[src/rtl/ov5640_sccb_arb.sv]
// ov5640_sccb_arb: arbitrates three register-write requesters onto one SCCB engine.
// The config sequencer has strict priority. Runtime and VCM requesters alternate
// round-robin and are enabled by cfg_done. Each write is followed by a fixed gap.
// Optional macro OV5640_ARB_STATS_EN adds saturating tx_cnt/to_cnt outputs.
module ov5640_sccb_arb #(
  parameter int unsigned GAP_CYCLES  = 16,
  parameter int unsigned TIMEOUT_MAX = 1000000
) (
  input  logic        sys_clk,
  input  logic        sys_rst,
  input  logic        cfg_start,
  input  logic [23:0] cfg_data,
  input  logic        cfg_done,
  output logic        cfg_end,
  output logic        cfg_err,
  input  logic        rt_req,
  input  logic [23:0] rt_data,
  output logic        rt_ack,
  output logic        rt_err,
  input  logic        vcm_req,
  input  logic [23:0] vcm_data,
  output logic        vcm_ack,
  output logic        vcm_err,
  output logic        sccb_start,
  output logic [23:0] sccb_data,
  input  logic        sccb_end,
  output logic        busy
`ifdef OV5640_ARB_STATS_EN
  ,
  output logic [15:0] tx_cnt,
  output logic [15:0] to_cnt
`endif
);

  localparam int unsigned CNT_W = 20;
  localparam logic [CNT_W-1:0] GAP_LAST = CNT_W'(GAP_CYCLES - 1);
  localparam logic [CNT_W-1:0] TO_LAST  = CNT_W'(TIMEOUT_MAX - 1);

  typedef enum logic [1:0] {S_IDLE, S_ISSUE, S_WAIT, S_GAP} state_t;
  typedef enum logic [1:0] {OWN_CFG, OWN_RT, OWN_VCM} owner_t;

  state_t           r_state, w_state_nxt;
  owner_t           r_owner, w_owner_nxt;
  logic [CNT_W-1:0] r_cnt, w_cnt_nxt;
  logic [23:0]      r_sccb_data, w_data_nxt;
  logic             r_cfg_pend;
  logic [23:0]      r_cfg_word;
  logic             r_rr_last, w_rr_nxt;   // 1: VCM was served last, 0: RT
  logic             w_grant_cfg;
  logic             w_done_ok;
  logic             w_done_to;
  logic             r_sccb_start, r_busy;
  logic             r_cfg_end, r_cfg_err;
  logic             r_rt_ack, r_rt_err, r_vcm_ack, r_vcm_err;

  // State register
  always_ff @(posedge sys_clk) begin
    if (sys_rst) r_state <= S_IDLE;
    else         r_state <= w_state_nxt;
  end

  // Next-state, grant and counter logic
  always_comb begin
    w_state_nxt = r_state;
    w_owner_nxt = r_owner;
    w_data_nxt  = r_sccb_data;
    w_cnt_nxt   = r_cnt;
    w_rr_nxt    = r_rr_last;
    w_grant_cfg = 1'b0;
    w_done_ok   = 1'b0;
    w_done_to   = 1'b0;
    case (r_state)
      S_IDLE: begin
        if (r_cfg_pend || cfg_start) begin
          w_grant_cfg = 1'b1;
          w_owner_nxt = OWN_CFG;
          w_data_nxt  = r_cfg_pend ? r_cfg_word : cfg_data;
          w_state_nxt = S_ISSUE;
        end else if (cfg_done && rt_req && (!vcm_req || r_rr_last)) begin
          w_owner_nxt = OWN_RT;
          w_data_nxt  = rt_data;
          w_state_nxt = S_ISSUE;
        end else if (cfg_done && vcm_req) begin
          w_owner_nxt = OWN_VCM;
          w_data_nxt  = vcm_data;
          w_state_nxt = S_ISSUE;
        end
      end
      S_ISSUE: begin
        w_cnt_nxt   = '0;
        w_state_nxt = S_WAIT;
      end
      S_WAIT: begin
        // Success wins over a simultaneous timeout
        if (sccb_end) begin
          w_done_ok   = 1'b1;
          w_cnt_nxt   = '0;
          w_state_nxt = S_GAP;
        end else if (r_cnt + CNT_W'(1) >= TO_LAST) begin
          w_done_to   = 1'b1;
          w_cnt_nxt   = '0;
          w_state_nxt = S_GAP;
        end else begin
          w_cnt_nxt = r_cnt + CNT_W'(1);
        end
      end
      S_GAP: begin
        if (r_cnt >= GAP_LAST) begin
          w_state_nxt = S_IDLE;
          if (r_owner != OWN_CFG) w_rr_nxt = (r_owner == OWN_VCM);
        end else begin
          w_cnt_nxt = r_cnt + CNT_W'(1);
        end
      end
      default: w_state_nxt = S_IDLE;
    endcase
  end

  // Datapath registers, pending config capture and registered outputs
  always_ff @(posedge sys_clk) begin
    if (sys_rst) begin
      r_owner      <= OWN_CFG;
      r_cnt        <= '0;
      r_sccb_data  <= '0;
      r_cfg_pend   <= 1'b0;
      r_cfg_word   <= '0;
      r_rr_last    <= 1'b1;
      r_sccb_start <= 1'b0;
      r_busy       <= 1'b0;
      r_cfg_end    <= 1'b0;
      r_cfg_err    <= 1'b0;
      r_rt_ack     <= 1'b0;
      r_rt_err     <= 1'b0;
      r_vcm_ack    <= 1'b0;
      r_vcm_err    <= 1'b0;
    end else begin
      r_owner      <= w_owner_nxt;
      r_cnt        <= w_cnt_nxt;
      r_sccb_data  <= w_data_nxt;
      r_rr_last    <= w_rr_nxt;
      if (w_grant_cfg)                  r_cfg_pend <= 1'b0;
      else if (cfg_start)               r_cfg_pend <= 1'b1;
      if (cfg_start && !r_cfg_pend)     r_cfg_word <= cfg_data;
      r_sccb_start <= (w_state_nxt == S_ISSUE);
      r_busy       <= (w_state_nxt != S_IDLE);
      r_cfg_end    <= (w_done_ok || w_done_to) && (r_owner == OWN_CFG);
      r_cfg_err    <= r_cfg_err || (w_done_to && (r_owner == OWN_CFG));
      r_rt_ack     <= w_done_ok && (r_owner == OWN_RT);
      r_rt_err     <= w_done_to && (r_owner == OWN_RT);
      r_vcm_ack    <= w_done_ok && (r_owner == OWN_VCM);
      r_vcm_err    <= w_done_to && (r_owner == OWN_VCM);
    end
  end

  assign sccb_start = r_sccb_start;
  assign sccb_data  = r_sccb_data;
  assign busy       = r_busy;
  assign cfg_end    = r_cfg_end;
  assign cfg_err    = r_cfg_err;
  assign rt_ack     = r_rt_ack;
  assign rt_err     = r_rt_err;
  assign vcm_ack    = r_vcm_ack;
  assign vcm_err    = r_vcm_err;

`ifdef OV5640_ARB_STATS_EN
  logic [15:0] r_tx_cnt, r_to_cnt;

  // Saturating transaction and timeout counters
  always_ff @(posedge sys_clk) begin
    if (sys_rst) begin
      r_tx_cnt <= '0;
      r_to_cnt <= '0;
    end else begin
      if (r_state == S_IDLE && w_state_nxt == S_ISSUE && r_tx_cnt != 16'hFFFF)
        r_tx_cnt <= r_tx_cnt + 16'd1;
      if (w_done_to && r_to_cnt != 16'hFFFF)
        r_to_cnt <= r_to_cnt + 16'd1;
    end
  end

  assign tx_cnt = r_tx_cnt;
  assign to_cnt = r_to_cnt;
`endif

endmodule

[config.mk]
export PLATFORM = sky130hd
export DESIGN_NAME = ov5640_sccb_arb
export DESIGN_NICKNAME = d
export VERILOG_FILES = /design/src/rtl/ov5640_sccb_arb.sv
export SDC_FILE = /design/constraint.sdc
export NUM_CORES = 1
export LEC_CHECK = 0
export CAP_MARGIN = 20
export CORE_MARGIN = 2
export CORE_UTILIZATION = 30
export CTS_CLUSTER_SIZE = 10
export DETAILED_ROUTE_END_ITERATION = 6
export GPL_TIMING_DRIVEN = 0
export HOLD_SLACK_MARGIN = 0.03
export PLACE_DENSITY_LB_ADDON = 0.15
export SETUP_SLACK_MARGIN = 0.4
export SLEW_MARGIN = 0
export SYNTH_ARGS = -nofsm -noshare
export SYNTH_HDL_FRONTEND = slang
export SYNTH_SLANG_ARGS = --single-unit
[constraint.sdc]
create_clock -name sys_clk -period 3.8 [get_ports sys_clk]
set_input_delay 0.38 -clock sys_clk [delete_from_list [all_inputs] [get_ports sys_clk]]
set_output_delay 0.38 -clock sys_clk [all_outputs]
set_load 0.03 [all_outputs]
==> flow_metrics.py, run 1 <==
metrics = {
    "outcome": {
        "status": "finished, final reports clean",
    },
    "layout": {
        "utilization_pct": 42.70,
        "fin_nets": 769,
        "fill_cells": 1386,
        "num_antenna_cells": 0,
        "final_cell_mix": "clkdlybuf4s50_1 (108), nand2_1 (87), dfxtp_1 (82)",
        "final_common_cell": "clkdlybuf4s50_1",
        "syn_to_final_growth_pct": 39.16,
        "fin_cells": 869,
        "layout-drive-gt1-share_pct": 4.644,
    },
    "drt": {
        "drc": 0,
        "wl_per_cell_um": 16.64,
        "num_vias": 4449,
        "dr.first_iter.drc_count": 280,
        "ant_nets": 0,
        "dr.pass1.iters": 5,
        "viasPerCell": 5.120,
        "drt_wl_total_um": 14460,
    },
    "clocking": {
        "clockBufferDepth": 2,
        "cts_tree": "done",
        "clock-root-buffer": "clkbuf_16",
        "path_clk_slew_ns": 0.07,
        "cts_setup_buffers": 0,
        "cts_buffers": 9,
        "clock_sinks": 82,
        "clk_latency_ns": 0.35,
        "htreeDepth": 3,
        "cts_resized": 0,
        "cts_hold_buf": 0,
    },
    "timing": {
        "setup_tns_ns": 0,
        "grt_setup_unrepaired": "false",
        "fin_skew_ns": 0.01092,
        "timing_max_transition_violations_final": 0,
        "hold_viol_final": 0,
        "finalCritPeriodShare_pct": 77.84,
        "maxSlewHeadroom_pct": 46.15,
        "finalCriticalPeriod_ns": 2.958,
        "finalSetupViolCount": 0,
        "tightest_slew_ns": 0.8016,
        "setup_slack_ns": 0.8420,
        "max_freq_mhz": 338.1,
    },
    "floorplan": {
        "die-area_sq_um": 15110,
        "die_y_um": 122.9,
        "initial_utilization_pct": 30.69,
        "ios": 111,
        "num_rows": 43,
        "core-area_sq_um": 13830,
        "die_w_um": 122.9,
    },
    "synthesis": {
        "syn-num-nets": 649,
        "async_flop_share_pct": 0,
        "synth_edf_count": 0,
        "yosysSeqAreaShare_pct": 38.69,
        "ys.flop_type": "dfxtp_1",
        "syn_avg_cell_area_sq_um": 7.523,
        "ys_top_cells_by_area": "dfxtp_1 (39%), nand2_1 (7.7%), a21oi_1 (6.8%), nor2_1 (6.6%), a22oi_1 (4.8%)",
        "netlist.area_leader.share_pct": 38.69,
        "yosysWarnings": 0,
        "yosys.cell_types.count": 49,
        "syn_inst": 564,
        "synth_top_area_cell": "dfxtp_1",
        "ys_seq_elements": 82,
        "syn-cell-area_sq_um": 4243,
    },
    "critical_path": {
        "critPathKind": "input port to register",
        "cp.arrival_ns": 3.24,
        "worstSetupStartpointType": "input port",
        "cp.required_ns": 4.08,
        "critPathMaxFanout": 10,
        "crit_path_end_kind": "register",
    },
    "place": {
        "portBuffers": 108,
        "place_ws_ns": 0.5150,
        "place_congestion": 0.8620,
        "post-dp-hpwl_um": 10870,
        "dp.cells": 853,
    },
    "worst_hold_path": {
        "hp-class": "input port to register",
    },
    "global_route": {
        "grt_pass1_vias": 4285,
        "grt_pass1_wl_um": 22410,
        "antenna_found_initial": 1,
        "grt_max_degree": 16,
        "grtUsageTotal_pct": 19.34,
        "grt_overflow": 0,
    },
    "power": {
        "p_leak_uw": 0.002080,
        "powerDensity_nw_per_um2": 600.6,
        "ir_drop_mv": 0.3072,
    },
    "run": {
        "maxCapViolCount": 0,
    },
}
cell type report:
type / count / area (sq um) / share of cell area [%]
Timing Repair Buffer: 109 / 1086 / 18.39
Clock buffer: 9 / 225.2 / 3.814
Tap cell: 180 / 225.2 / 3.814
Clock inverter: 7 / 125.1 / 2.119
Sequential cell: 82 / 1642 / 27.80
Buffer: 43 / 181.4 / 3.073
Multi-Input combinational cell: 427 / 2375 / 40.22
Inverter: 12 / 45.04 / 0.7629
flip-flops by register name, indices dropped and copies added (netlist names):
register,flops
busy,1
cfg_end,1
cfg_err,1
r_cfg_pend,1
r_cfg_word,24
r_cnt,20
r_owner,2
r_rr_last,1
r_state,2
rt_ack,1
rt_err,1
sccb_data,24
sccb_start,1
vcm_ack,1
vcm_err,1
per-stage QoR:
stage                     power, uW  hold WS (ns)  instance area (sq um)
after global placement         2508        0.4423                   5549
after global routing           3741        0.4697                   5904
final                          3546        0.4474                   5904
after detailed placement       2521        0.4487                   5554
after CTS                      3572        0.4391                   5904
after floorplan                1953        0.4366                   4243
worst max-delay path, cell delays in order:
cell             delay (ns)
clkdlybuf4s50_1        0.49
inv_1                  0.05
o211ai_1               0.63
and2_1                 0.22
clkbuf_1               0.43
a21boi_1               0.28
clkbuf_1               0.34
o211ai_1               0.20
o21ai_0                0.12
nor2_1                 0.09
routing by layer:
layer / share of wire, % / vias up / GRT usage (%) / routed length, um
met5: 0 / - / 0 / 0
met3: 7.3 / 16 / 6.965 / 1052
met1: 43 / 2074 / 23.71 / 6159
li1: - / 2230 / - / -
met4: 1.5 / 0 / 6.106 / 218
met2: 49 / 129 / 31.60 / 7026
cells by family after synthesis:
| logic type | share of synthesized area [%] |
|---|---|
| multiplexers | 0.5013 |
| flip-flops | 38.69 |
| adder cells (fa/ha/maj) | 1.769 |
| AND/OR/NAND/NOR | 24.62 |
| XOR/XNOR | 3.303 |
| AO/OA/AOI/OAI | 25.77 |
| buffers and inverters | 5.337 |
worst paths after layout:
kind         cells past startpoint                     endpoint                        start  slack [ns]
max                             10    sccb_data[3]$_SDFFE_PP0P_                      vcm_req        0.84
min                              3      r_cfg_pend$_SDFFE_PP0P_                    cfg_start        0.45
max reg2reg                      9        r_cnt[3]$_SDFFE_PP0P_        r_cnt[9]$_SDFFE_PP0P_        0.98
min reg2reg                      2  r_cfg_word[23]$_SDFFE_PP0P_  r_cfg_word[23]$_SDFFE_PP0P_        0.46
report_power, final:
part / switching (uW) / internal [uW]
sequential: 101 / 1020
combinational: 870 / 519
clock: 389 / 649
total: 1360 / 2190
Yosys cell counts (2+ instances only):
cell,n
a211oi_1,2
a21oi_1,58
a22oi_1,27
a31oi_1,3
a32oi_1,2
and2_1,3
and3_1,5
buf_2,4
buf_6,2
clkbuf_1,37
dfxtp_1,82
ha_1,6
inv_1,12
nand2_1,87
nand2b_1,4
nand3_1,10
nand3b_1,3
nand4_1,5
nor2_1,75
nor2b_1,4
nor3_1,11
nor3b_1,6
nor4_1,6
o211ai_1,25
o21ai_0,33
o21ai_1,4
o22ai_1,2
o31ai_1,4
o41ai_1,2
or2_2,2
or3_1,6
xnor2_1,5
xor2_1,11
Power figures use the tool's default switching activity.
==> run 2: changes to the inputs <==
- clock period: 3.8 -> 2.6 ns (I/O delays scaled with it)
==> flow_metrics.py, run 2 (synthesis results as in run 1) <==
metrics = {
    "layout": {
        "layout-drive-gt1-share_pct": 17.86,
        "final_common_cell": "clkdlybuf4s50_1",
        "final_cell_mix": "clkdlybuf4s50_1 (108), nand2_1 (87), dfxtp_1 (72)",
        "fin_nets": 808,
        "syn_to_final_growth_pct": 53.49,
        "num_antenna_cells": 0,
        "fin_cells": 908,
    },
    "critical_path": {
        "cp.required_ns": 2.88,
        "worstSetupStartpointType": "register",
        "r2r_setup_slack_ns": 0.16,
        "cp.arrival_ns": 2.72,
        "critPathKind": "register to register",
        "reg2regPathDepth": 8,
        "cpPeakStageDelay_ns": 0.43,
        "rr_startpoint": "r_cnt[12]$_SDFFE_PP0P_",
        "crit_family": "simple AND/OR/NAND/NOR gates",
        "crit_chain": "clkbuf_2 > nor4_2 > nand4_1 > or3_4 > o21ai_4 > nand2_1 > or3_1 > a21oi_2",
        "r2r_end": "r_cnt[12]$_SDFFE_PP0P_",
        "slowest_stage": "or3_4",
        "critPathMaxFanout": 8,
        "critPathBufInv": 1,
        "crit_path_end_kind": "register",
    },
    "power": {
        "p_leak_uw": 0.002384,
        "ir_drop_mv": 0.4300,
        "finalPower_uw": 5171,
        "powerDensity_nw_per_um2": 794.1,
    },
    "timing": {
        "fin_skew_ns": 0.006692,
        "finalCritPeriodShare_pct": 93.91,
        "setup_slack_ns": 0.1583,
        "finalCriticalPeriod_ns": 2.442,
        "timing_max_transition_violations_final": 0,
        "max_freq_mhz": 409.6,
        "tightest_slew_ns": 0.5701,
        "finalSetupViolCount": 0,
        "grt_setup_unrepaired": "true",
        "hold_viol_final": 0,
        "maxSlewHeadroom_pct": 61.99,
    },
    "drt": {
        "drc": 0,
        "num_vias": 4730,
        "dr.pass1.iters": 5,
        "ant_nets": 0,
        "drt_wl_total_um": 15340,
        "wl_per_cell_um": 16.89,
        "dr.first_iter.drc_count": 279,
        "viasPerCell": 5.209,
    },
    "global_route": {
        "grt_overflow": 0,
        "grt_pass1_wl_um": 23680,
        "grt_pass1_vias": 4719,
        "grt_max_degree": 15,
        "grtUsageTotal_pct": 20.28,
        "antenna_found_initial": 1,
    },
    "floorplan": {
        "die-area_sq_um": 15110,
        "initial_utilization_pct": 30.69,
        "num_rows": 43,
        "ios": 111,
        "core-area_sq_um": 13830,
        "die_w_um": 122.9,
        "die_y_um": 122.9,
    },
    "clocking": {
        "path_clk_slew_ns": 0.06,
        "htreeDepth": 3,
        "clock-root-buffer": "clkbuf_16",
        "clock_sinks": 82,
        "clockBufferDepth": 2,
        "clk_latency_ns": 0.34,
        "cts_tree": "done",
        "cts_buffers": 9,
        "cts_hold_buf": 0,
    },
    "worst_hold_path": {
        "worstHoldEndpoint": "r_cfg_pend$_SDFFE_PP0P_",
        "hold_depth": 3,
        "hold_start": "cfg_start",
        "hp-class": "input port to register",
    },
    "place": {
        "portBuffers": 108,
        "place_ws_ns": -0.5450,
        "dp.cells": 853,
        "post-dp-hpwl_um": 10950,
        "place_congestion": 0.8983,
    },
    "outcome": {
        "status": "finished, final reports clean",
    },
    "run": {
        "maxCapViolCount": 0,
    },
}
run 2: cell count changes in the layout (fill, tap and decap cells not counted), moves of 4 or more:
cell	change
a21oi_2	+6
a21oi_1	-6
dfxtp_1	-10
dfxtp_4	+8
nor2_1	-5
buf_6	+7
nor4_1	-4
nor2_2	+4
buf_4	+33
clkbuf_1	-12
clkbuf_2	+8
nor3_1	-4
run 2: worst max path at each step:
stage	from	endpoint	slack [ns]	cells after the start
after floorplan	r_cnt[0]$_SDFFE_PP0P_	r_cnt[16]$_SDFFE_PP0P_	0.33	11
after global placement	vcm_req	sccb_data[23]$_SDFFE_PP0P_	-0.57	10
after detailed placement	vcm_req	sccb_data[23]$_SDFFE_PP0P_	-0.54	10
after CTS	r_cnt[0]$_SDFFE_PP0P_	r_cnt[7]$_SDFFE_PP0P_	0.18	11
after global routing	r_cnt[0]$_SDFFE_PP0P_	r_cnt[8]$_SDFFE_PP0P_	0.1	11
final	r_cnt[12]$_SDFFE_PP0P_	r_cnt[12]$_SDFFE_PP0P_	0.16	8
run 2: timing repair:
item / 4_1_cts / 5_1_grt
setup buffers: 27 / 10
cloned: 1 / 1
setup endpoints to repair: 54 / 53
resized for setup: 54 / 42
pin swaps: 18 / 10
run 2: per-layer routing:
metal,GRT usage [%],wire (um),up-vias
met5,0,12,-
met4,7.687,402,2
met3,6.642,1076,32
met2,33.60,7326,167
met1,24.39,6521,2220
li1,-,-,2309
run 2: tightest hold or removal path, stage by stage:
cell      delay, ns
clkbuf_1       0.15
nor2_1         0.16
nor3_1         0.06
run 2: area by class of cell:
cell class,count,area [sq um]
Buffer,43,224.0
Clock buffer,9,225.2
Tap cell,180,225.2
Inverter,12,45.04
Clock inverter,7,70.07
Timing Repair Buffer,148,1413
Sequential cell,82,1674
Fill cell,1342,7315
Multi-Input combinational cell,427,2636
run 2: metrics by stage:
| step | hold WS [ns] | cell area (sq um) | setup TNS, ns | utilization, % |
|---|---|---|---|---|
| after floorplan | 0.3960 | 4277 | 0 | - |
| after global placement | 0.4420 | 5583 | -14.51 | 40.38 |
| after detailed placement | 0.4501 | 5588 | -14.75 | 40.41 |
| after CTS | 0.3258 | 6311 | 0 | 45.64 |
| after global routing | 0.3911 | 6513 | 0 | 47.10 |
| final | 0.3430 | 6513 | 0 | 47.10 |
run 2: power by group:
| group | internal [uW] | total (uW) | switching, uW |
|---|---|---|---|
| clock network | 742 | 1290 | 545 |
| logic | 891 | 2240 | 1350 |
| registers | 1480 | 1640 | 160 |
| total | 3120 | 5170 | 2060 |
==> run 3: changes to the inputs <==
- PLACE_DENSITY: not set -> 0.55
- PLACE_DENSITY_LB_ADDON: 0.15 -> not set
- SLEW_MARGIN: 0 -> 20
==> flow_metrics.py, run 3 (synthesis results as in run 1) <==
metrics = {
    "floorplan": {
        "ios": 111,
        "die_w_um": 122.9,
        "die-area_sq_um": 15110,
        "die_y_um": 122.9,
        "core-area_sq_um": 13830,
        "initial_utilization_pct": 30.69,
        "num_rows": 43,
    },
    "clocking": {
        "cts_hold_buf": 0,
        "cts_tree": "done",
        "clock-root-buffer": "clkbuf_16",
        "path_clk_slew_ns": 0.06,
        "clk_latency_ns": 0.35,
        "clock_sinks": 82,
        "clockBufferDepth": 2,
        "cts_buffers": 9,
        "htreeDepth": 3,
    },
    "critical_path": {
        "crit_family": "simple AND/OR/NAND/NOR gates",
        "cp.required_ns": 2.83,
        "critPathKind": "register to register",
        "worstSetupStartpointType": "register",
        "crit_path_end_kind": "register",
        "crit_chain": "ha_4 > and3_4 > buf_6 > or4b_4 > a21oi_2 > a21oi_2 > nor3_4 > a21oi_4 > o21bai_4 > buf_6 > o22ai_2",
        "reg2regPathDepth": 11,
        "cp.arrival_ns": 2.68,
        "slowest_stage": "or4b_4",
        "cp_num_cells": 11,
        "r2r_setup_slack_ns": 0.15,
        "critPathBufInv": 2,
        "critPathMaxFanout": 4,
        "cpPeakStageDelay_ns": 0.48,
    },
    "timing": {
        "hold_viol_final": 0,
        "tightest_slew_ns": 0.6445,
        "finalCriticalPeriod_ns": 2.455,
        "maxSlewHeadroom_pct": 56.87,
        "finalCritPeriodShare_pct": 94.42,
        "fin_skew_ns": 0.008147,
        "timing_max_transition_violations_final": 0,
        "finalSetupViolCount": 0,
        "setup_tns_ns": 0,
        "max_freq_mhz": 407.4,
        "grt_setup_unrepaired": "true",
    },
    "global_route": {
        "grt_overflow": 0,
        "grt_pass1_vias": 4613,
        "grt_max_degree": 14,
        "antenna_found_initial": 0,
        "grtUsageTotal_pct": 20.37,
        "grt_pass1_wl_um": 23740,
    },
    "layout": {
        "syn_to_final_growth_pct": 54.14,
        "layout-drive-gt1-share_pct": 18.67,
        "final_cell_mix": "clkdlybuf4s50_1 (108), nand2_1 (87), dfxtp_1 (72)",
        "final_common_cell": "clkdlybuf4s50_1",
        "multi_input_area_sq_um": 2683,
        "seqCellArea_sq_um": 1667,
        "fin_cells": 903,
        "num_antenna_cells": 0,
        "fin_nets": 803,
        "fill_cells": 1321,
        "final_area_sq_um": 6540,
    },
    "drt": {
        "dr.first_iter.drc_count": 267,
        "drc": 0,
        "num_vias": 4806,
        "dr.pass1.iters": 5,
        "drt_wl_total_um": 15640,
        "ant_nets": 0,
        "wl_per_cell_um": 17.32,
        "viasPerCell": 5.322,
    },
    "worst_hold_path": {
        "hp-class": "input port to register",
        "hold_depth": 3,
    },
    "power": {
        "ir_drop_mv": 0.4632,
        "powerDensity_nw_per_um2": 815.1,
        "finalPower_uw": 5331,
        "p_leak_uw": 0.002407,
    },
    "run": {
        "maxCapViolCount": 0,
    },
    "place": {
        "dp.cells": 852,
        "placed_area_sq_um": 5588,
        "portBuffers": 108,
        "place_congestion": 0.8805,
        "post-dp-hpwl_um": 10920,
    },
    "outcome": {
        "status": "finished, final reports clean",
    },
}
-- run 3: changes by cell type in the layout (fill, tap and decap cells not counted), sizes merged --
cell / before / now
buf: 49 / 42
bufinv: 1 / 3
clkinvlp: 1 / 0
clkbuf: 43 / 46
clkinv: 5 / 3
-- run 3: metal layers --
layer / part of all wire (%) / wire length [um] / global-route usage [%] / up-vias
met5: 0 / 0 / 0 / -
met1: 47 / 7327 / 28.30 / 2331
met3: 7.2 / 1126 / 4.797 / 11
met2: 45 / 7053 / 31.63 / 167
met4: 0.88 / 137 / 5.460 / 0
li1: - / - / - / 2297
-- run 3: area by class of cell --
cell class	count	area share, %
clock buffer	10	3.501
buffer	43	3.310
clock inverter	6	1.607
tap	180	3.444
inverter	12	0.6887
sequential	82	25.48
timing repair buffer	143	20.95
multi-input combinational	427	41.02
-- run 3: path summary, 6_finish.rpt --
| check | end | from |
|---|---|---|
| hold / removal | r_cfg_pend$_SDFFE_PP0P_ | cfg_start |
| setup / recovery | r_cnt[9]$_SDFFE_PP0P_ | r_cnt[1]$_SDFFE_PP0P_ |
| setup reg to reg | r_cnt[9]$_SDFFE_PP0P_ | r_cnt[1]$_SDFFE_PP0P_ |
| hold reg to reg | r_cfg_word[23]$_SDFFE_PP0P_ | r_cfg_word[23]$_SDFFE_PP0P_ |
-- run 3: power breakdown --
part / switching, uW / leakage, uW / internal [uW]
logic: 1360 / 0.00156 / 860
registers: 153 / 0.000679 / 1490
clock network: 534 / 0.000166 / 934
total: 2050 / 0.00241 / 3280
-- run 3: worst register-to-register path, stage by stage, from the launching register on --
cell	delay, ns
dfxtp_4	0.37
ha_4	0.17
and3_4	0.18
buf_6	0.11
or4b_4	0.48
a21oi_2	0.15
a21oi_2	0.08
nor3_4	0.22
a21oi_4	0.14
o21bai_4	0.24
buf_6	0.15
o22ai_2	0.05
-- run 3: per-stage QoR --
stage	hold slack [ns]	worst slack [ns]	util (%)
after floorplan	0.3960	0.3348	-
final	0.3487	0.1452	47.30
after CTS	0.3548	0.1141	45.12
after detailed placement	0.4505	-0.4954	40.41
after global routing	0.3943	0.07920	47.30
after global placement	0.4415	-0.7206	40.38
-- run 3: what timing repair did --
item                                    CTS  global route
cloned                                    1             1
gates resized for setup                  53            53
pin swaps                                10            16
endpoints found under the setup margin   54            54
buffers inserted                         17            16
